===== src/rtl/rd53_sync_fe_pkg.sv =====
// Shared types and constants for the RD53A synchronous front-end
// auto-zero sequencer: FSM state encoding and default widths.
package rd53_sync_fe_pkg;

  localparam int PER_W_DEF    = 16;
  localparam int TIM_W_DEF    = 8;
  localparam int AZ_MIN_WIDTH = 1;

  typedef enum logic [1:0] {
    IDLE,
    RUN,
    AZ,
    SETTLE
  } az_state_t;

endpackage


===== src/rtl/rd53_az_timer.sv =====
// Loadable down-counter used for the auto-zero width and settle phases.
// Ports: clk, rst_n, load/load_val (reload), en (count), done (cnt<=1).
module rd53_az_timer #(
  parameter int TIM_W = 8
) (
  input  logic             clk,
  input  logic             rst_n,
  input  logic             load,
  input  logic [TIM_W-1:0] load_val,
  input  logic             en,
  output logic             done
);

  logic [TIM_W-1:0] cnt;

  always_ff @(posedge clk or negedge rst_n) begin
    if (!rst_n) begin
      cnt <= '0;
    end else if (load) begin
      cnt <= load_val;
    end else if (en && (cnt != '0)) begin
      cnt <= cnt - TIM_W'(1);
    end
  end

  // The phase ends on the cycle that sees the last count.
  assign done = (cnt <= TIM_W'(1));

endmodule


===== src/rtl/rd53_sync_fe_az_ctrl.sv =====
// RD53A synchronous FE sequencer: PHI_AZ_TO, STROBE_TO blanking and
// S0/S1 injection gating. Inputs: EN, AZ_* config, AZ_REQ, INJ_*.
module rd53_sync_fe_az_ctrl
  import rd53_sync_fe_pkg::*;
#(
  parameter int PER_W = PER_W_DEF,
  parameter int TIM_W = TIM_W_DEF
) (
  input  logic             CLK,
  input  logic             RST_B,
  input  logic             EN,
  input  logic             AZ_MODE,
  input  logic [PER_W-1:0] AZ_PERIOD,
  input  logic [TIM_W-1:0] AZ_WIDTH,
  input  logic [TIM_W-1:0] AZ_SETTLE,
  input  logic             AZ_REQ,
  input  logic             INJ_REQ,
  input  logic [1:0]       INJ_SEL,
  output logic             INJ_ACK,
  output logic             PHI_AZ_TO,
  output logic             STROBE_TO,
  output logic             S0,
  output logic             S1,
  output logic             BLANK,
  output logic [PER_W-1:0] AZ_COUNT
);

  az_state_t state, state_nx;

  logic [PER_W-1:0] per_cnt;
  logic             per_hit;
  logic             az_start;
  logic [TIM_W-1:0] wid_val;
  logic             wid_en, wid_done;
  logic             set_en, set_done;
  logic             az_exit, az_exit_q;
  logic             inj_block;
  logic             inj_fire, inj_fire_q;
  logic [1:0]       inj_sel_q;
  logic             phi_d, strobe_d, blank_d, ack_d;
  logic [1:0]       sel_d;

  assign per_hit = (AZ_PERIOD != '0) &&
                   (per_cnt == AZ_PERIOD - PER_W'(1));

  assign az_start = EN && (state == RUN) &&
                    (AZ_MODE ? AZ_REQ : per_hit);

  assign wid_val = (AZ_WIDTH < TIM_W'(AZ_MIN_WIDTH)) ?
                   TIM_W'(AZ_MIN_WIDTH) : AZ_WIDTH;

  assign wid_en  = (state == AZ);
  assign set_en  = (state == SETTLE);
  assign az_exit = EN && (state == AZ) && wid_done;

  // Auto-zero has priority; a held request fires once RUN is free.
  assign inj_fire = EN && (state == RUN) && INJ_REQ &&
                    !inj_block && !az_start;

  rd53_az_timer #(.TIM_W(TIM_W)) u_wid (
    .clk      (CLK),
    .rst_n    (RST_B),
    .load     (az_start),
    .load_val (wid_val),
    .en       (wid_en),
    .done     (wid_done)
  );

  rd53_az_timer #(.TIM_W(TIM_W)) u_set (
    .clk      (CLK),
    .rst_n    (RST_B),
    .load     (az_exit),
    .load_val (AZ_SETTLE),
    .en       (set_en),
    .done     (set_done)
  );

  always_ff @(posedge CLK or negedge RST_B) begin
    if (!RST_B) begin
      state <= IDLE;
    end else begin
      state <= state_nx;
    end
  end

  always_comb begin
    state_nx = state;
    if (!EN) begin
      state_nx = IDLE;
    end else begin
      unique case (state)
        IDLE:   state_nx = RUN;
        RUN:    if (az_start) state_nx = AZ;
        AZ: begin
          if (wid_done) begin
            state_nx = (AZ_SETTLE == '0) ? RUN : SETTLE;
          end
        end
        SETTLE: if (set_done) state_nx = RUN;
        default: state_nx = IDLE;
      endcase
    end
  end

  always_comb begin
    phi_d    = 1'b0;
    strobe_d = 1'b0;
    blank_d  = 1'b0;
    if (EN) begin
      unique case (state)
        RUN: strobe_d = 1'b1;
        AZ: begin
          phi_d   = 1'b1;
          blank_d = 1'b1;
        end
        SETTLE: blank_d = 1'b1;
        default: ;
      endcase
    end
    ack_d = EN && inj_fire_q;
    sel_d = ack_d ? inj_sel_q : 2'b00;
  end

  // Period counter runs only in RUN and is zero on every RUN entry.
  always_ff @(posedge CLK or negedge RST_B) begin
    if (!RST_B) begin
      per_cnt <= '0;
    end else if (!EN || (state != RUN) || az_start) begin
      per_cnt <= '0;
    end else begin
      per_cnt <= per_cnt + PER_W'(1);
    end
  end

  always_ff @(posedge CLK or negedge RST_B) begin
    if (!RST_B) begin
      inj_block  <= 1'b0;
      inj_fire_q <= 1'b0;
      inj_sel_q  <= 2'b00;
      az_exit_q  <= 1'b0;
    end else begin
      if (inj_fire) begin
        inj_block <= 1'b1;
        inj_sel_q <= INJ_SEL;
      end else if (!INJ_REQ) begin
        inj_block <= 1'b0;
      end
      inj_fire_q <= inj_fire;
      az_exit_q  <= az_exit;
    end
  end

  always_ff @(posedge CLK or negedge RST_B) begin
    if (!RST_B) begin
      PHI_AZ_TO <= 1'b0;
      STROBE_TO <= 1'b0;
      BLANK     <= 1'b0;
      INJ_ACK   <= 1'b0;
      S0        <= 1'b0;
      S1        <= 1'b0;
      AZ_COUNT  <= '0;
    end else begin
      PHI_AZ_TO <= phi_d;
      STROBE_TO <= strobe_d;
      BLANK     <= blank_d;
      INJ_ACK   <= ack_d;
      S0        <= sel_d[0];
      S1        <= sel_d[1];
      if (az_exit_q && (AZ_COUNT != '1)) begin
        AZ_COUNT <= AZ_COUNT + PER_W'(1);
      end
    end
  end

endmodule


===== config.mk =====
export PLATFORM = sky130hd
export DESIGN_NAME = rd53_sync_fe_az_ctrl
export DESIGN_NICKNAME = d
export VERILOG_FILES = /design/src/rtl/rd53_sync_fe_pkg.sv /design/src/rtl/rd53_az_timer.sv /design/src/rtl/rd53_sync_fe_az_ctrl.sv
export SDC_FILE = /design/constraint.sdc
export NUM_CORES = 1
export LEC_CHECK = 0
export ABC_AREA = 1
export BUFFER_PORTS_ARGS = -buffer_cell sky130_fd_sc_hd__buf_2
export CORE_UTILIZATION = 40
export CTS_CLUSTER_SIZE = 8
export DETAILED_ROUTE_END_ITERATION = 10
export PLACE_DENSITY_LB_ADDON = 0.08
export SLEW_MARGIN = 40
export SYNTH_ARGS = -nofsm -noshare
export SYNTH_HDL_FRONTEND = slang
export SYNTH_SLANG_ARGS = --single-unit

===== constraint.sdc =====
create_clock -name CLK -period 1.9 [get_ports CLK]
set_input_delay 0.19 -clock CLK [delete_from_list [all_inputs] [get_ports CLK]]
set_output_delay 0.19 -clock CLK [all_outputs]
set_load 0.02 [all_outputs]

# After elaboration in Yosys (flattened, before gate mapping)
# Cells that the tools add are included.
# totals
inputBits,40
out_inout_bits,22
elab_cells,81
reg_bits,61
# classes
order_cmp,3
n_eq_ne,10
mux,22
n_addsub,5
reduce_logical,26
# op_table
operator,n
$mux W8,5
$add A16 B1 Y16 const B,2
$eq A16 B16 Y1,1
$le A8 B1 Y1 const B,2
$mux W16,1
$ne A16 B16 Y1 const B,1
$reduce_bool A16 Y1,1
$reduce_bool A8 Y1,2
$sub A16 B1 Y16 const B,1
$sub A8 B1 Y8 const B,2
$logic_and A1 B1 Y1,12
$mux W2,6
$mux W1,9
$ne A3 B3 Y1 const B,3
$logic_not A8 Y1,1
$lt A8 B1 Y1 const B,1
$pmux W2 S4,1
$eq A2 B2 Y1 const B,2
$ne A2 B1 Y1 const B,2
$reduce_bool A2 Y1,2
$logic_not A1 Y1,3
$reduce_and A3 Y1,1
$eq A2 B1 Y1 const B,1
$logic_not A2 Y1,1
other kinds (2),3

# Longest topological paths before layout
# logic_depth
depth_word,8
depth_mapped,18
mapped_depth_nobuf,18

# Cells and area by module
# A second synthesis with hierarchy kept.
# hier_totals
hier_cells,576
hier_area_um2,4322.9
# by_module_without_submodules
mod,area_per_inst_um2,seq_area_each_um2,instances,cells_per_inst
rd53_sync_fe_az_ctrl,2946.6,1126.1,1,386
rd53_az_timer,688.2,200.2,2,95

# Least setup slack after synthesis
# Ideal clock, no wire load.
# synth_path
kind,reg2reg
startpoint,reg AZ_COUNT[0]
endpoint,reg AZ_COUNT[13]
synth_period_minus_slack_ps,1850
arrival_ps,1770
setup_time_ps,80
path_buffers,0
path_slack_ps,50
required_time_ps,1820
path_stages_with_launch,10
cell_sequence,dfrtp_1 -> ha_1 -> nand3_1 -> nor3_1 -> nand3_1 -> nand2_1 -> nor3_1 -> nand3_1 -> nor3_1 -> xor2_1
# synth_via
elab_chain_len,2
elab_cells_between_ends,3
classes_between,add/sub: 1; eq/ne: 1; reduce/logical: 1
# synth_lines
element,line_no,source
from (decl),rd53_sync_fe_az_ctrl.sv:25,output logic [PER_W-1:0] AZ_COUNT
from (signal assigned),rd53_sync_fe_az_ctrl.sv:170,AZ_COUNT <= AZ_COUNT + PER_W'(1);
"parallel branches: the longest is 2 deep, another holds $add A16 B1 Y16",-,
# Several ways; the timed one is not identified.
# A chain may end at the register's enable or synchronous reset.

# Worst setup path in the final report
# layout_path
startpoint,reg per_cnt[0]
endpoint,reg state[1]
# layout_via
elab_chain_len,6
# layout_lines
element,line_no,source
from (decl),rd53_sync_fe_az_ctrl.sv:30,logic [PER_W-1:0] per_cnt;
from (signal assigned),rd53_sync_fe_az_ctrl.sv:131,per_cnt <= per_cnt + PER_W'(1);
$eq A16 B16 Y1,rd53_sync_fe_az_ctrl.sv:44,(per_cnt == AZ_PERIOD - PER_W'(1));
$logic_and A1 B1 Y1,rd53_sync_fe_az_ctrl.sv:43,assign per_hit = (AZ_PERIOD != '0) &&
$mux W1,rd53_sync_fe_az_ctrl.sv:47,(AZ_MODE ? AZ_REQ : per_hit);
$logic_and A1 B1 Y1,rd53_sync_fe_az_ctrl.sv:46,assign az_start = EN && (state == RUN) &&
$ne A3 B3 Y1 (no source line),-,
$reduce_and A3 Y1 (no source line),-,
to (signal assigned),rd53_sync_fe_az_ctrl.sv:82,state <= state_nx;
to (decl),rd53_sync_fe_az_ctrl.sv:28,"az_state_t state, state_nx;"
# No other way between the ends.

==> flow_summary.toml <==
[sta]
post-route-period-util_pct = 96.4
fin_worst_skew_ns = 0.0118
fin_tns_setup_ns = 0
rsz0062_at_grt = "yes"
relSlewSlack_pct = 71.6
finalHoldViolations = 0
setup_viol = 0
final-max-slew-violation-count = 0
fmax_mhz = 546
period_minus_slack_ns = 1.83
tightest_slew_ns = 0.426

[layout]
multiInputGateArea_um2 = 2340
layout_common_cells = "nand2_1 (139), inv_1 (67), buf_2 (61), dfrtp_1 (60), nor2_1 (51)"
fin_nets = 707
fillers = 974
layout_commonest_cell = "nand2_1"
areaGrowthSynthToFinish_pct = 30.0
diodes = 0
register_area_um2 = 1530
layout-drive-gt1-share_pct = 30.5
post-route-util_pct = 53.6

[floorplan]
coreArea_um2 = 9730
start_util_pct = 41.2
die-width_um = 102
ios = 62
die_y_um = 102
std_cell_rows = 36
dieArea_um2 = 10400

[clock_tree]
cts-root-buf = "clkbuf_8"
ctsHtreeMaxLevel = 3
clock_latency_ns = 0.34
cts_buffers = 9
clkSinkCount = 61
cts_tree = "done"
clk_pin_slew_worst_paths_ns = 0.07
cts_buffer_depth = 2

[setup_path]
endpoint_kind = "flip-flop"
crit_arrival_ns = 2.10
path_buf_inv = 4
crit_top_cell = "buf_6"
slowest_stage = "dfrtp_1"
cp_cell_sequence = "buf_6, buf_6, inv_2, nand2_2, nand3_2, nor2_1, o21ai_1, nor2_1, nand2_1, nor2_2, nand3_4, buf_6, nand3_4, nand3_2, nand2_1"
worstPathRequired_ns = 2.17
critPathKind = "flip-flop to flip-flop"
crit_family = "simple AND/OR/NAND/NOR gates"
slowest_delay_ns = 0.37
crit_path_max_fanout = 7
start_kind = "flip-flop"

[drt]
first_iter_violations = 149
viasPerCell = 4.69
ant_nets = 0
drc = 0
wl_per_cell_um = 11.7
wl_um = 9280
num_vias = 3714
firstDrtPassIters = 4

[grt]
grt-ovfl-total = 0
antenna_found_initial = 0
grt_max_degree = 62
grt_usage_pct = 18.5
grt_pass1_vias = 3437
grt_pass1_wl_um = 15200

[synthesis]
netlist_instances = 536
synth_fp_nets = 589
syn_area_um2 = 4010
synth.avg_cell_area_um2 = 7.49
yosys_warnings = 0
synth_cell_type_count = 38
seq_area_frac_synth_pct = 38.0
ys_ff_latch = 61

[pwr]
p_comb_share_pct = 32.2
seq_power_share_pct = 40.7
switchingPower_mw = 1.55
vdd_drop_max_mv = 0.662
p_leak_nw = 2.66
switching_share_pct = 36.1
p_per_area_nw_per_um2 = 823
power_frac_clock_pct = 27.0
power.internal_mw = 2.74

[place]
io_buffers = 61
dp_hpwl_um = 6920
finalWeightedCongestion = 0.818

[worst_hold_path]
min_path_type = "input port to flip-flop"

[run_status]
status = "finished clean"

[flow_run]
drv_cap = 0
==> worst min-delay path, delay by kind of cell <==
kind	cells	cell delay (ns)
simple gates	2	0.12
buf+inv	1	0.09
==> logic make-up after synthesis <==
logic type                 synth area share (%)
and+or+nand+nor                            37.2
adders and majority gates                  4.05
buffers and inverters                      7.76
DFF                                        38.0
xor gates and xnor gates                   8.08
AOI/OAI and AO/OA                          4.90
==> cell usage after synthesis <==
cell / count / area share (%)
nand2_8: 2 / 1.0
nand4_1: 3 / 0.47
xor2_1: 22 / 4.8
nor2_4: 4 / 1.1
buf_4: 2 / 0.37
o221ai_1: 3 / 0.65
inv_1: 72 / 6.7
or2_1: 1 / 0.16
xnor2_1: 15 / 3.3
nand3_4: 2 / 0.87
dfrtp_1: 61 / 38
nand3_1: 49 / 6.1
nor3b_2: 1 / 0.31
inv_2: 4 / 0.37
nor4_1: 6 / 0.94
or3_1: 1 / 0.16
a21oi_1: 9 / 1.1
nor3_1: 12 / 1.5
ha_1: 13 / 4.1
nor3_2: 4 / 1.0
buf_6: 1 / 0.28
o211ai_1: 2 / 0.37
o21ai_2: 3 / 0.65
o21ai_0: 4 / 0.50
a41oi_1: 1 / 0.22
nand3b_1: 2 / 0.37
nor2_1: 55 / 5.1
o21ai_1: 5 / 0.62
o2111ai_1: 1 / 0.22
o21a_1: 1 / 0.19
nand2_2: 5 / 0.78
or2_2: 1 / 0.16
nor2_2: 15 / 2.3
nor3b_1: 4 / 0.75
a31oi_1: 1 / 0.16
nand3_2: 1 / 0.25
a21boi_1: 1 / 0.19
nand2_1: 147 / 14
==> registers in the layout, summed over array words and instances, names as in the netlist, 2 cells and up <==
name / count
AZ_COUNT: 16
inj_sel_q: 2
per_cnt: 16
state: 2
u_set.cnt: 8
u_wid.cnt: 8
==> power by group through the flow <==
| stage | clock network [mW] | logic, mW | registers [mW] |
|---|---|---|---|
| 6_report | 1.16 | 1.38 | 1.75 |
| 5_1_grt | 1.27 | 1.58 | 1.79 |
| 4_1_cts | 1.20 | 1.30 | 1.74 |
| 3_5_place_dp | 0 | 1.28 | 1.77 |
| 3_3_place_gp | 0 | 1.26 | 1.76 |
| 2_1_floorplan | 0 | 0.920 | 1.74 |
==> worst paths after layout <==
kind,from,depth (start not counted),endpoint,slack (ns)
setup / recovery,per_cnt[0],15,state[1],0.07
hold / removal,AZ_SETTLE[6],3,u_set.cnt[6],0.1
setup reg to reg,per_cnt[0],15,state[1],0.07
hold reg to reg,inj_sel_q[0],2,inj_sel_q[0],0.49
max in group asynchronous,RST_B,3,per_cnt[2],1.23
min in group asynchronous,RST_B,3,per_cnt[11],0.39
==> metal layers <==
metal	global-route usage [%]	up-vias	part of all wire (%)
met5	0	-	0
met4	4.29	0	0.65
met3	3.42	6	2.7
met2	30.0	52	47
met1	25.7	1717	49
li1	-	1939	-
==> timing repair <==
action | in CTS | in global routing
gates resized for setup | 1 | 46
cloned | 0 | 2
hold endpoints to repair | 61 | 0
pin swaps | 1 | 17
hold buffers | 1 | 0
setup buffers | 2 | 8
setup endpoints to repair | 1 | 33
==> metrics by stage <==
stage | std cells | total power [mW] | setup slack (ns) | area [um2] | hold slack, ns
2_1_floorplan | 536 | 2.66 | 0.0502 | 4010 | -0.106
3_3_place_gp | 763 | 3.03 | -0.0391 | 4740 | 0.226
3_5_place_dp | 763 | 3.04 | -0.0689 | 4740 | 0.225
4_1_cts | 782 | 4.24 | 0.000975 | 4970 | 0.0781
5_1_grt | 792 | 4.64 | -0.0953 | 5220 | 0.0943
6_report | 792 | 4.29 | 0.0687 | 5220 | 0.100
==> final cells by class <==
type,count,area share (%)
Clock inverter,6,1.39
Clock buffer,10,2.45
Sequential cell,61,29.3
Inverter,76,5.47
Tap cell,133,3.19
Multi-Input combinational cell,398,44.9
Timing Repair Buffer,108,13.3
Note: power is estimated with default switching activity, not from simulation.
